[src/rtl/pipeline_stall_ctrl.sv]
// Central stall/flush sequencer: merges memory hold, load-use stall and branch flush into pipeline-register controls.
// Latency: control outputs are combinational (zero-cycle) from state and requests; state/counters update on clk_i rising edge.
// Backpressure: a dcache miss (hold) freezes the whole pipe and takes priority over load-use bubbles and branch flushes.
//
// Ports:
//   clk_i, rst_i (async active-low)   clock / reset
//   start_i                           CPU run enable (level)
//   hz_stall_i, branch_i              load-use stall request, taken branch in ID
//   mem_req_i, mem_ack_i              MEM-stage access pending / dcache completion
//   PCWrite_o, IFID_Write_o           PC and IF/ID write enables
//   IFID_Flush_o, IDEX_NoOp_o         IF/ID flush, ID/EX bubble insert
//   pipe_hold_o                       freeze ID/EX, EX/MEM, MEM/WB
//   err_o                             sticky miss-wait watchdog error
//   stall_cnt_o                       saturating stalled-cycle counter
module pipeline_stall_ctrl #(
    parameter int CNT_W   = 16,
    parameter int TIMEOUT = 64
) (
    input  logic             clk_i,
    input  logic             rst_i,
    input  logic             start_i,
    input  logic             hz_stall_i,
    input  logic             branch_i,
    input  logic             mem_req_i,
    input  logic             mem_ack_i,
    output logic             PCWrite_o,
    output logic             IFID_Write_o,
    output logic             IFID_Flush_o,
    output logic             IDEX_NoOp_o,
    output logic             pipe_hold_o,
    output logic             err_o,
    output logic [CNT_W-1:0] stall_cnt_o
);

    typedef enum logic [1:0] {
        S_IDLE     = 2'd0,
        S_RUN      = 2'd1,
        S_MEM_WAIT = 2'd2,
        S_ERROR    = 2'd3
    } state_t;

    // hold_cnt_q holds the number of hold cycles already completed, so the
    // current hold cycle is number hold_cnt_q+1. The watchdog therefore fires
    // when the cycle that would make the total reach TIMEOUT is still a hold.
    localparam logic [15:0] HOLD_LAST = 16'(TIMEOUT - 1);

    state_t            state_q, state_d;
    logic [15:0]       hold_cnt_q, hold_cnt_d;
    logic [CNT_W-1:0]  stall_cnt_q, stall_cnt_d;

    logic active;
    logic hold;
    logic wd_fire;

    assign active  = (state_q == S_RUN) || (state_q == S_MEM_WAIT);
    assign hold    = active && mem_req_i && !mem_ack_i;
    assign wd_fire = (state_q == S_MEM_WAIT) && hold && (hold_cnt_q == HOLD_LAST);

    // Control outputs, priority hold > load-use stall > branch flush.
    always_comb begin
        PCWrite_o    = 1'b0;
        IFID_Write_o = 1'b0;
        IFID_Flush_o = 1'b0;
        IDEX_NoOp_o  = 1'b0;
        pipe_hold_o  = 1'b0;
        if (!active || hold) begin
            // Not running, or waiting on the dcache: freeze everything.
            pipe_hold_o = 1'b1;
        end else if (hz_stall_i) begin
            // Branch operands are not ready while a load-use stall is
            // pending, so a same-cycle branch is ignored.
            IDEX_NoOp_o = 1'b1;
        end else if (branch_i) begin
            PCWrite_o    = 1'b1;
            IFID_Write_o = 1'b1;
            IFID_Flush_o = 1'b1;
        end else begin
            PCWrite_o    = 1'b1;
            IFID_Write_o = 1'b1;
        end
    end

    assign err_o       = (state_q == S_ERROR);
    assign stall_cnt_o = stall_cnt_q;

    // Next-state logic.
    always_comb begin
        state_d = state_q;
        unique case (state_q)
            S_IDLE: begin
                if (start_i) state_d = S_RUN;
            end
            S_RUN: begin
                if (hold)          state_d = S_MEM_WAIT;
                else if (!start_i) state_d = S_IDLE;
            end
            S_MEM_WAIT: begin
                // Completion is checked first so an ack on the timeout
                // cycle still returns to normal operation.
                if (mem_ack_i || !mem_req_i) state_d = start_i ? S_RUN : S_IDLE;
                else if (wd_fire)            state_d = S_ERROR;
            end
            S_ERROR: begin
                state_d = S_ERROR;
            end
            default: state_d = S_IDLE;
        endcase
    end

    always_comb begin
        hold_cnt_d = 16'd0;
        if (hold) begin
            if (state_q == S_RUN) hold_cnt_d = 16'd1;
            else                  hold_cnt_d = hold_cnt_q + 16'd1;
        end
    end

    always_comb begin
        stall_cnt_d = stall_cnt_q;
        if (active && !PCWrite_o && (stall_cnt_q != {CNT_W{1'b1}}))
            stall_cnt_d = stall_cnt_q + 1'b1;
    end

    always_ff @(posedge clk_i or negedge rst_i) begin
        if (!rst_i) begin
            state_q     <= S_IDLE;
            hold_cnt_q  <= 16'd0;
            stall_cnt_q <= '0;
        end else begin
            state_q     <= state_d;
            hold_cnt_q  <= hold_cnt_d;
            stall_cnt_q <= stall_cnt_d;
        end
    end

endmodule

[config.mk]
export PLATFORM = sky130hd
export DESIGN_NAME = pipeline_stall_ctrl
export DESIGN_NICKNAME = d
export VERILOG_FILES = /design/src/rtl/pipeline_stall_ctrl.sv
export SDC_FILE = /design/constraint.sdc
export NUM_CORES = 1
export LEC_CHECK = 0
export CAP_MARGIN = 20
export CORE_UTILIZATION = 53
export CTS_CLUSTER_DIAMETER = 200
export CTS_CLUSTER_SIZE = 14
export DETAILED_ROUTE_END_ITERATION = 7
export PLACE_DENSITY = 0.81
export SLEW_MARGIN = 0
export SYNTH_ARGS = -nofsm -noshare
export SYNTH_HDL_FRONTEND = slang
export SYNTH_SLANG_ARGS = --single-unit
[constraint.sdc]
create_clock -name clk_i -period 2.3 [get_ports clk_i]
set_clock_uncertainty 0.15 [all_clocks]
set_input_delay 0.575 -clock clk_i [delete_from_list [all_inputs] [get_ports clk_i]]
set_output_delay 0.575 -clock clk_i [all_outputs]
set_load 0.01 [all_outputs]
# Word level (Yosys, flattened, before mapping)
# Index checks and enable logic that the tools add are counted.
[op_classes]
add_sub_neg = 2
eq_ne = 8
mux = 17
reduce_logical = 15
[ops]
columns = ["op", "n"]
rows = [
  ["adder 16 x 1 -> 16 bit, second input constant", 2],
  ["two-way mux 16 bit", 2],
  ["== test 16 x 6 -> 1 bit, second input constant", 1],
  ["!= test 16 bit, second input constant", 1],
  ["two-way mux 2 bit", 5],
  ["two-way mux 1 bit", 9],
  ["one-hot mux 2 bit (4 select lines)", 1],
  ["logical AND 1 bit", 6],
  ["== test 2 bit, second input constant", 2],
  ["zero test 1 bit", 4],
  ["logical OR 1 bit", 3],
  ["!= test 3 x 2 -> 1 bit, second input constant", 1],
  ["!= test 3 bit, second input constant", 1],
  ["AND reduction 3 bit", 1],
  ["== test 2 x 1 -> 1 bit, second input constant", 1],
  ["zero test 2 bit", 1],
  ["!= test 2 bit, second input constant", 1],
]
[totals]
regBits = 34
out_inout_bits = 22
word_cells = 45

# Logic depth before layout (Yosys ltp)
[depth]
word_depth = 9
ltp_mapped = 7
depth_no_buf = 6

# Least setup slack after synthesis
# Ideal clock, no wire load.
[synth_path]
kind = "register to output"
start = "register state_q[0]"
end = "output port IFID_Flush_o"
arrival_time_ns = 1.417
required_time_ns = 1.575
path_slack_ns = 0.158
path_stages_with_launch = 7
path_cell_list = "dfrtp_1 > inv_1 > ha_1 > buf_2 > nand2_1 > nor2_1 > and2_1"
[synth_between]
elab_chain_len = 6
word_cells_on_any_way = 8
cone_classes = "eq/ne: 2; mux: 1; reduce/logical: 5"
[synth_rtl]
columns = ["element", "line_no", "text"]
rows = [
  ["start: declaration", "47", "state_t state_q, state_d;"],
  ["start signal: assignment", "130", "state_q <= state_d;"],
  ["== test 2 x 1 -> 1 bit / == test 2 bit (equally long branches)", "55", "assign active = (state_q == S_RUN) || (state_q == S_MEM_WAIT);"],
  ["logical OR 1 bit *", "55", ""],
  ["logical AND 1 bit (2 in series)", "56", "assign hold = active && mem_req_i && !mem_ack_i;"],
  ["logical OR 1 bit *", "66", "if (!active || hold) begin"],
  ["two-way mux 1 bit *", "66", ""],
  ["end: declaration", "28", "output logic IFID_Flush_o,"],
]
# Every way passes the cells marked *; elsewhere a longest branch is shown, timed or not.

# Worst setup path in the final report
[layout_path]
start = "register state_q[0]"
end = "output port IDEX_NoOp_o"
[layout_between]
elab_chain_len = 6
word_cells_on_any_way = 8
cone_classes = "eq/ne: 2; mux: 1; reduce/logical: 5"
[layout_rtl]
columns = ["element", "line_no", "text"]
rows = [
  ["== test 2 x 1 -> 1 bit / == test 2 bit (equally long branches)", "55", ""],
  ["logical OR 1 bit *", "55", ""],
  ["logical AND 1 bit (2 in series)", "56", ""],
  ["logical OR 1 bit *", "66", ""],
  ["two-way mux 1 bit *", "66", ""],
  ["end: declaration", "29", "output logic IDEX_NoOp_o,"],
]
# Marked as above.

==> impl_metrics.tcl <==
set metrics [dict create \
    die_h_microns 61.1 \
    r2r-end "state_q[1]$_DFFE_PN0P_" \
    yosysTopAreaCell "dfrtp_1" \
    coreArea_sq_mm 0.00334 \
    cpLargestDelayFamily "buffers and inverters" \
    place_ws_ps -460 \
    ir_drop_mv 0.662 \
    yosysSeqAreaShare_pct 45.9 \
    drv_cap 0 \
    multiInputGateArea_sq_um 976 \
    synth-compound-area-share_pct 7.56 \
    initial_core_util_pct 55.5 \
    cts_tree "yes" \
    syn_avg_cell_area_sq_um 10.1 \
    rrSetupSlack_ps 280 \
    p_switching_mw 0.695 \
    antenna_found_initial 0 \
    cts_num_sinks 34 \
    max-clock-path-buffers 2 \
    wire_per_inst_microns 14.9 \
    synthSimpleGateAreaFrac_pct 25.8 \
    status "finished clean" \
    seqPwrFrac_pct 39.3 \
    synth_edf_count 0 \
    cpMaxStageDelayCell "dfrtp_1" \
    tightest_slew_ps 440 \
    fp.dieW_microns 61.1 \
    first_iter_violations 88 \
    rows 21 \
    final-instance-count-excl-fill 281 \
    grt_overflow 0 \
    vias 1568 \
    synthFlopType "dfrtp_1" \
    viasPerCell 5.58 \
    worstSetupPathType "register to primary output" \
    place.gp.congestion 0.848 \
    nFillCells 273 \
    reg2reg_from "state_q[1]$_DFFE_PN0P_" \
    cp_max_fo 9 \
    syn_to_final_growth_pct 27.7 \
    crit_path_start_kind "register" \
    grt_pass1_vias 1503 \
    synth.area.top_cells "dfrtp_1 46%, xnor2_1 5.7%, ha_1 4.7%" \
    synthCells 184 \
    clk_pin_slew_worst_paths_ps 100 \
    p_leak_nw 1.04 \
    max_freq_mhz 447 \
    synth_top_area_share_pct 45.9 \
    power.total_mw 1.95 \
    antenna_left 0 \
    syn_nets 198 \
    slew_violations 0 \
    htreeDepth 2 \
    cp.arrival_ps 1510 \
    synth_top_family_by_area "simple AND/OR/NAND/NOR gates" \
    power_density_mw_per_mm2 825 \
    synth-xor-area-share_pct 10.4 \
    wl_microns 4200 \
    netlist_area_sq_mm 0.00185 \
    min_from "hold_cnt_q[0]$_DFF_PN0_" \
    swShare_pct 35.6 \
    nets 248 \
    clkLatencyLatePin_ps 350 \
    drc 0 \
    ys_async_sr_fraction_pct 100 \
    ys_seq_elements 34 \
    grt.total_usage_pct 24.8 \
    finalHoldViolCount 0 \
    dp_hpwl_microns 3050 \
    yosys_warnings 0 \
    drive_gt1_share_pct 17.4 \
    ff2ff_path_depth 7 \
    slew_headroom_pct 70.6 \
    critPathMaxStageDelay_ps 380 \
    combPwrFrac_pct 42.8 \
    p_int_mw 1.26 \
    worstPathCellList "inv_1, ha_4, buf_4, and3_1, buf_2" \
    setup_slack_ps 64.6 \
    synthMuxAreaShare_pct 3.11 \
    grt_max_degree 35 \
    die_area_sq_mm 0.00374 \
    whs_endpoint "hold_cnt_q[0]$_DFF_PN0_" \
    critPathRequiredTime_ps 1570 \
    post-route-min-period_ps 2240 \
    critPathCaptureType "primary output" \
    dr.pass1.iters 4 \
    finalSetupViolCount 0 \
    clockPowerShare_pct 17.9 \
    seqCellArea_sq_um 851 \
    hold_depth 1 \
    cts_hold_buf 0 \
    path_buf_inv 3 \
    grt_pass1_wl_microns 6710 \
    fin_crit_sh_pct 97.2 \
    num_antenna_cells 0 \
    root_buffer "clkbuf_4" \
    synth_fa_ha_area_share_pct 4.73 \
    boundaryPins 29 \
    synth_cell_type_count 39 \
    cts_buffers 5 \
    hold_path.class "register to register" \
    port_buffers 28 \
    placed_cells 272 \
]
-- cell usage after synthesis, types with 6 or more instances --
cell	instances
a21oi_1	6
nand4_1	7
nor4_1	10
nor3_1	12
xor2_1	10
inv_1	8
nor2_1	18
nand3_1	8
nand2_1	11
ha_1	7
xnor2_1	12
dfrtp_1	34
-- layout make-up --
type	instances	area share, %
Clock buffer	7	2.33
Timing Repair Buffer	46	16.6
Clock inverter	1	0.212
Tap cell	46	2.43
Sequential cell	34	36.0
Inverter	8	1.27
Multi-Input combinational cell	139	41.2
-- repair_timing --
item,in CTS,in global routing
setup endpoints to repair,6,5
resized for setup,22,2
pin swaps,2,1
setup buffers,0,1
-- worst max-delay path by stage --
stage                                 from           end  slack [ps]  depth (start not counted)
finish              state_q[0]$_DFFE_PN0P_   IDEX_NoOp_o          60                          5
global route        state_q[1]$_DFFE_PN0P_  IFID_Flush_o          -6                          6
CTS                 state_q[1]$_DFFE_PN0P_  IFID_Flush_o           9                          6
detailed placement               mem_ack_i  IFID_Flush_o        -460                          6
global placement                 mem_ack_i  IFID_Flush_o        -450                          6
floorplan           state_q[0]$_DFFE_PN0P_  IFID_Flush_o         160                          6
-- power groups by stage --
stage	registers, mW	clock network [mW]	logic [mW]
final	0.768	0.348	0.835
after global routing	0.781	0.376	0.924
after CTS	0.764	0.359	0.806
after detailed placement	0.776	0	0.832
after global placement	0.768	0	0.796
after floorplan	0.787	0	0.390
-- flip-flops by register name, indices dropped and copies added (netlist names) --
register and cells:
hold_cnt_q 16, stall_cnt_o 16, state_q 2
-- worst register-to-register path, cell delays in order (launching register included) --
cell and delay (ps):
dfrtp_1 380, inv_2 60, ha_4 270, buf_4 140, and4b_1 190, nand4_1 140, a31oi_1 380, mux2i_1 230
-- routing by layer --
metal	up-vias	share of wire, %	global-route usage [%]
li1	766	-	-
met5	-	0	0
met3	5	3.2	6.30
met1	765	44	30.9
met2	32	52	41.8
met4	0	1.4	8.77
-- kinds of logic after synthesis --
family                     Yosys count
and+or+nand+nor                     83
DFF                                 34
AOI/OAI and AO/OA                   22
xor gates and xnor gates            22
buffers and inverters               11
adders and majority gates            7
muxes                                5
-- metrics by stage --
step                hold slack (ps)  util, %  TNS [ps]  area [sq um]
finish                          362     70.9         0          2370
floorplan                       129        -         0          1850
global route                    408     70.9     -5.59          2370
CTS                             365     70.3         0          2350
global placement                349     69.0     -2760          2300
detailed placement              351     69.0     -3220          2300
-- cells in the final DEF, fill, tap and decap left out, types with 8 or more instances in the layout --
cell type	count
clkdlybuf4s50_1	20
nor3_1	12
nor4_1	10
dfrtp_1	34
xor2_1	10
xnor2_1	12
nand2_1	11
nor2_1	18
nand3_1	8
buf_4	18
Power figures use the tool's default switching activity.
